File: config.mk
export PLATFORM = sky130hd
export DESIGN_NAME = pulse_transmitter
export DESIGN_NICKNAME = d
export VERILOG_FILES = /design/src/rtl/pulse_transmitter.sv
export SDC_FILE = /design/constraint.sdc
export NUM_CORES = 1
export LEC_CHECK = 0
export CAP_MARGIN = 20
export CELL_PAD_IN_SITES_DETAIL_PLACEMENT = 0
export CELL_PAD_IN_SITES_GLOBAL_PLACEMENT = 1
export CORE_MARGIN = 2
export CORE_UTILIZATION = 40
export DETAILED_ROUTE_END_ITERATION = 7
export DONT_BUFFER_PORTS = 1
export PLACE_DENSITY_LB_ADDON = 0.1
export REMOVE_ABC_BUFFERS = 1
export SLEW_MARGIN = 20
export SYNTH_ARGS = -nofsm -noshare
export SYNTH_HDL_FRONTEND = slang
export SYNTH_SLANG_ARGS = --single-unit
File: constraint.sdc
create_clock -name i_clk -period 2.38 [get_ports i_clk]
set_clock_uncertainty 0.15 [all_clocks]
set_input_delay 0.357 -clock i_clk [delete_from_list [all_inputs] [get_ports i_clk]]
set_output_delay 0.357 -clock i_clk [all_outputs]
set_load 0.01 [all_outputs]
File: src/rtl/pulse_transmitter.sv
// pulse_transmitter: turns (high_ticks, low_ticks) symbols into a single-bit
// line. One tick lasts DIVISOR clocks. The prescaler restarts at 0 whenever a
// phase starts, so each symbol's timing does not depend on what came before.
module pulse_transmitter #(
  parameter int DIVISOR = 5,
  parameter int WIDTH   = 16
) (
  input  logic             i_clk,
  input  logic             i_reset_n,
  input  logic             i_valid,
  output logic             o_ready,
  input  logic [WIDTH-1:0] i_high_ticks,
  input  logic [WIDTH-1:0] i_low_ticks,
  output logic             o_pulse,
  output logic             o_rise,
  output logic             o_fall,
  output logic             o_done,
  output logic             o_busy
);

  localparam int PW = (DIVISOR > 1) ? $clog2(DIVISOR) : 1;
  localparam logic [PW-1:0] PRESC_LAST = PW'(DIVISOR - 1);

  typedef enum logic [1:0] {
    IDLE,
    HIGH,
    LOW
  } state_t;

  state_t           state_reg, state_next;
  logic [PW-1:0]    presc_reg, presc_next;
  logic [WIDTH-1:0] count_reg, count_next;
  logic [WIDTH-1:0] low_reg, low_next;
  logic             pulse_reg, pulse_next;
  logic             rise_reg, fall_reg;
  logic             zero_done_reg, zero_done_next;

  logic             presc_wrap;
  logic             phase_end;
  logic             final_clk;
  logic             transfer;

  // Phase/symbol boundary decode. A HIGH phase with no LOW phase behind it
  // is the last clock of its symbol, which is what allows seamless joins.
  always_comb begin
    presc_wrap = (presc_reg == PRESC_LAST);
    phase_end  = (state_reg != IDLE) && presc_wrap && (count_reg == WIDTH'(1));
    final_clk  = phase_end && ((state_reg == LOW) ||
                               ((state_reg == HIGH) && (low_reg == '0)));
    o_ready    = i_reset_n && ((state_reg == IDLE) || final_clk);
    transfer   = i_valid && o_ready;
    o_busy     = (state_reg != IDLE);
    // An empty symbol never leaves IDLE, so its done strobe comes from a flag.
    o_done     = final_clk || zero_done_reg;
    o_pulse    = pulse_reg;
    o_rise     = rise_reg;
    o_fall     = fall_reg;
  end

  // Next-state: run the current phase, then let an accepted symbol override.
  always_comb begin
    state_next     = state_reg;
    presc_next     = presc_reg;
    count_next     = count_reg;
    low_next       = low_reg;
    pulse_next     = pulse_reg;
    zero_done_next = 1'b0;

    if (final_clk) begin
      state_next = IDLE;
      presc_next = '0;
      count_next = '0;
      pulse_next = 1'b0;
    end else if (phase_end) begin
      // End of HIGH with a non-empty LOW phase to follow.
      state_next = LOW;
      presc_next = '0;
      count_next = low_reg;
      pulse_next = 1'b0;
    end else if (state_reg != IDLE) begin
      presc_next = presc_wrap ? '0 : presc_reg + 1'b1;
      if (presc_wrap) begin
        count_next = count_reg - 1'b1;
      end
    end

    if (transfer) begin
      presc_next = '0;
      low_next   = i_low_ticks;
      if (i_high_ticks != '0) begin
        state_next = HIGH;
        count_next = i_high_ticks;
        pulse_next = 1'b1;
      end else if (i_low_ticks != '0) begin
        state_next = LOW;
        count_next = i_low_ticks;
        pulse_next = 1'b0;
      end else begin
        state_next     = IDLE;
        count_next     = '0;
        pulse_next     = 1'b0;
        zero_done_next = 1'b1;
      end
    end
  end

  // State register; reset aborts any symbol and drops the line at once.
  always_ff @(posedge i_clk or negedge i_reset_n) begin
    if (!i_reset_n) begin
      state_reg     <= IDLE;
      presc_reg     <= '0;
      count_reg     <= '0;
      low_reg       <= '0;
      pulse_reg     <= 1'b0;
      rise_reg      <= 1'b0;
      fall_reg      <= 1'b0;
      zero_done_reg <= 1'b0;
    end else begin
      state_reg     <= state_next;
      presc_reg     <= presc_next;
      count_reg     <= count_next;
      low_reg       <= low_next;
      pulse_reg     <= pulse_next;
      rise_reg      <= pulse_next & ~pulse_reg;
      fall_reg      <= ~pulse_next & pulse_reg;
      zero_done_reg <= zero_done_next;
    end
  end

endmodule

# Word-level counts from Yosys, hierarchy flattened
# Index checks and enable logic that the tools add are counted.
# word_totals
elab_cells	60
register_bits	41
latch_bits	0
output_inout_bits	6
rom_bits	0
inputBits	35
mem_count	0
ramBits	0
# classes
multipliers	0
mux	24
order_cmp	0
div_mod_pow	0
bitwise_logic	4
n_reduce_logical	18
n_addsub	2
n_shift	0
eq_ne	4
# ops
cell	n
two-way mux 16 bit	7
nonzero test 16 bit	2
== test 16 x 1 -> 1 bit (second input constant)	1
zero test 16 bit	1
subtractor 16 x 1 -> 16 bit (second input constant)	1
two-way mux 3 bit	5
two-way mux 2 bit	5
nonzero test 4 bit	2
two-way mux 1 bit	7
logical AND 1 bit	6
adder 3 x 1 -> 3 bit (second input constant)	1
== test 3 bit (second input constant)	1
logical OR 1 bit	3
nonzero test 3 bit	1
AND 1 bit	2
== test 2 x 1 -> 1 bit (second input constant)	1
== test 2 bit (second input constant)	1
zero test 2 bit	1
NOT 1 bit	2
AND reduction 2 bit	1
nonzero test 2 bit	1

# Depth between registers and ports, before layout
# logic_depth
ltp_word	10
depth_mapped	10
ltp_nobuf	8

# Worst setup path before layout
# OpenSTA, ideal clock, no wires.
# synth_timing
path_type	register to output
startpoint	register presc_reg[0]
endpoint	output o_ready
n_path_buf	1
path_slack_ps	-1
t_required_ps	1873
stages_incl_launch_ff	9
t_arrival_ps	1874
cell_sequence	dfrtp_1 > inv_1 > ha_1 > o211a_1 > and4_1 > and2_0 > buf_2 > nand2_1 > a21boi_0
# synth_via
elab_chain_cells	6
# synth_lines
element	line	rtl
start: declaration	31	logic [PW-1:0] presc_reg, presc_next;
start signal: assignment	120	presc_reg <= presc_next;
== test 3 bit	46	presc_wrap = (presc_reg == PRESC_LAST);
logical AND 1 bit (2 in series)	47	phase_end = (state_reg != IDLE) && presc_wrap && (count_reg == WIDTH'(1));
logical AND 1 bit	48	final_clk = phase_end && ((state_reg == LOW) ||
logical OR 1 bit	50	o_ready = i_reset_n && ((state_reg == IDLE) || final_clk);
logical AND 1 bit	50	
end: declaration	11	output logic o_ready,
# No other way between the ends.

# Worst setup path in the final report
# layout_timing
startpoint	register low_reg[4]
endpoint	register low_reg[9]
# layout_via
elab_chain_cells	7
# layout_lines
element	line	rtl
start: declaration	33	logic [WIDTH-1:0] low_reg, low_next;
start signal: assignment	122	low_reg <= low_next;
zero test 16 bit	49	((state_reg == HIGH) && (low_reg == '0)));
logical AND 1 bit	49	
logical OR 1 bit	48	
logical AND 1 bit	48	
logical OR 1 bit	50	
logical AND 1 bit	50	
logical AND 1 bit	51	transfer = i_valid && o_ready;
# No other way between the ends.
# A chain may end at the register's enable or synchronous reset.

==> metrics.log <==
[metrics] net total in the final layout: 346
[metrics] number of H-tree levels: 2
[metrics] number of distinct library cells after synthesis: 53
[metrics] Hold Fails Final Rpt: 0
[metrics] GR Util All Layers: 23.2%
[metrics] number of vias per cell: 6.02
[metrics] drt drc: 0
[metrics] FP Rows: 28
[metrics] global-route wire length before repair: 12400 µm
[metrics] Floorplan Core Area: 5990 µm²
[metrics] data required time of the worst path: 2.42 ns
[metrics] count of warnings emitted by yosys: 0
[metrics] sort of element at the end of the critical path: flip-flop
[metrics] final cell count without fillers: 383
[metrics] average cell area after synthesis: 9.41 µm²
[metrics] clock edge transition at the registers on the reported setup and hold paths: 0.08 ns
[metrics] die height: 83.0 µm
[metrics] standard cell area after detailed placement: 2820 µm²
[metrics] weighted congestion reported at the end of routability-driven placement: 0.814
[metrics] starting DRC count in detailed routing: 144
[metrics] # Max-Cap Violations: 0
[metrics] design area: 3290 µm²
[metrics] buffer depth of the longest clock path: 2
[metrics] most used flip-flop cell after synthesis: dfrtp_1
[metrics] number of buffers inserted during clock tree synthesis: 5
[metrics] Worst Path Max Fanout: 8
[metrics] register area: 1030 µm²
[metrics] Max Clock Freq: 0.393 GHz
[metrics] area growth from synthesis to layout: 32.0%
[metrics] 1st-pass router iterations: 4
[metrics] starting density of the core: 41.6%
[metrics] via count of the first global-routing pass: 2276
[metrics] number of failing setup endpoints in the final timing report: 31
[metrics] width of the die: 83.0 µm
[metrics] worst slew pin tran: 0.593 ns
[metrics] worst voltage drop across the vdd grid: 0.000331 V
[metrics] share of flip-flops with an asynchronous set or reset after synthesis: 100%
[metrics] Worst EP arrival: 2.58 ns
[metrics] pwr/cell area: 541 nW/µm²
[metrics] Seq cells post-synth: 41
[metrics] unrepaired setup endpoints after global routing: yes
[metrics] global-route congestion overflow total: 0
[metrics] Pwr Total: 1780 µW
[metrics] most common cell after layout, fill and taps aside: dfrtp_1
[metrics] Post-Syn Instances: 265
[metrics] Die ar.: 6880 µm²
[metrics] Filler Cell Count: 553
[metrics] final wirelength: 7860 µm
[metrics] number of pins with negative max-slew slack in the final report: 0
[metrics] # IOs: 41
[metrics] violated checks: negative setup slack
[metrics] CTS tree: yes
[metrics] highest-count cells in the layout ignoring fill and taps: 40 x dfrtp_1, 37 x buf_4, 22 x a21oi_1
[metrics] kind of critical path: flip-flop to flip-flop
[metrics] type of origin of the critical path: flip-flop
[metrics] pin count of the biggest net entering global routing: 46
[metrics] post-detailed-placement half-perimeter wirelength: 5630 µm
[metrics] layout cell share with drive strength beyond 1: 32.8%
[metrics] combined area of the multi-input logic cells: 1560 µm²
[metrics] EDFF count, synth: 0
[metrics] count of vias placed by the detailed router: 2304
[metrics] utilization of the core after routing: 55.0%
[metrics] Antenna Violating Nets Remaining: 0
[metrics] antenna diode instance count: 0
[metrics] clock network latency to the later pin of the worst-skew pair: 0.30 ns
[metrics] max-slew headroom at the worst pin: 60.3%
[metrics] outcome: finished, violations left
[metrics] post-synthesis sequential area ratio: 41.1%
[metrics] PortBufs: 0
[metrics] area of the mapped netlist: 2490 µm²
[metrics] final period utilization: 107%
[metrics] number of instances in the placed design: 367
[metrics] root buffer cell: clkbuf_8
[metrics] detail-routed net length per standard cell: 20.5 µm
[metrics] PnR worst setup slack: -0.164 ns
[metrics] class of the tightest hold or removal check: input port to flip-flop
[metrics] number of antenna violations at the first check in global routing: 0
[metrics] number of sinks driven by the clock tree: 41
[metrics] fin crit period: 2.54 ns
[metrics] leakage power figure: 0.00148 µW
==> layer usage <==
layer  routed length, µm  up-vias  track usage [%]
li1                    -     1075                -
met1                3570     1140             32.8
met2                3630       76             35.0
met3                 543       13             6.06
met4                 123        0             6.71
met5                   0        -                0
==> worst paths after layout <==
check | from | endpoint | slack, ns | cells after the start
hold reg to reg | o_pulse | o_rise | 0.40 | 1
setup / recovery | low_reg[4] | low_reg[9] | -0.16 | 8
max in group asynchronous | i_reset_n | count_reg[4] | 1.49 | 2
hold / removal | i_low_ticks[15] | low_reg[15] | 0.05 | 1
setup reg to reg | low_reg[4] | low_reg[9] | -0.16 | 8
min in group asynchronous | i_reset_n | presc_reg[1] | 0.38 | 2
==> layout make-up <==
| class | count | share of cell area (%) |
|---|---|---|
| multi-input combinational | 205 | 47.4 |
| sequential | 41 | 31.2 |
| timing repair buffer | 47 | 14.2 |
| tap | 75 | 2.85 |
| clock buffer | 7 | 2.62 |
| clock inverter | 1 | 0.912 |
| inverter | 7 | 0.798 |
==> repair_timing <==
action                     4_1_cts  5_1_grt
hold endpoints to repair        41       41
gates cloned                     2        1
pin swaps                        4       14
setup endpoints to repair       26       35
resized for setup               15       41
buffers inserted                 1        2
==> cells by family after synthesis <==
family | synth area share [%]
compound gates | 20.1
xor+xnor | 4.21
fa+ha+maj | 2.01
buf+inv | 4.21
flops | 41.1
mux | 9.03
simple gates | 19.3
==> metrics by stage <==
step / setup TNS (ns) / hold WS, ns / setup slack [ns]
after CTS: -0.586 / -0.418 / -0.168
after global placement: -1.30 / -0.0878 / -0.0845
final: -3.01 / 0.0451 / -0.164
after detailed placement: -0.816 / -0.0877 / -0.0751
after floorplan: -26.73 / -0.0886 / -0.807
after global routing: -6.04 / 0.0239 / -0.248
==> synthesized netlist by cell type (3+ instances only) <==
cell | instances | area (µm²)
a21oi_1 | 22 | 110
a311oi_1 | 5 | 43.8
a31oi_1 | 8 | 50.1
clkbuf_1 | 6 | 22.5
dfrtp_1 | 41 | 1030
ha_1 | 4 | 50.1
inv_1 | 6 | 22.5
mux2_2 | 4 | 45.0
mux2_4 | 12 | 180
nand2_1 | 22 | 82.6
nand3_1 | 13 | 65.1
nand4_1 | 5 | 31.3
nor2_1 | 28 | 105
nor3_1 | 6 | 30.0
nor4_1 | 11 | 68.8
o21ai_0 | 10 | 50.1
o22a_1 | 7 | 61.3
o22ai_1 | 4 | 25.0
xnor2_1 | 9 | 78.8
xor2_1 | 3 | 26.3
==> report_power, final <==
group	internal (µW)	switching, µW
sequential	763	71.8
clock	342	254
combinational	186	165
==> critical path, stage by stage (launching register included) <==
cell,delay [ns]
dfrtp_1,0.39
nor4_2,0.26
buf_4,0.15
nand4_1,0.11
buf_4,0.16
o41a_1,0.34
o31a_4,0.39
buf_8,0.18
mux2_4,0.30
No activity file was read; power rests on OpenSTA's default activity.
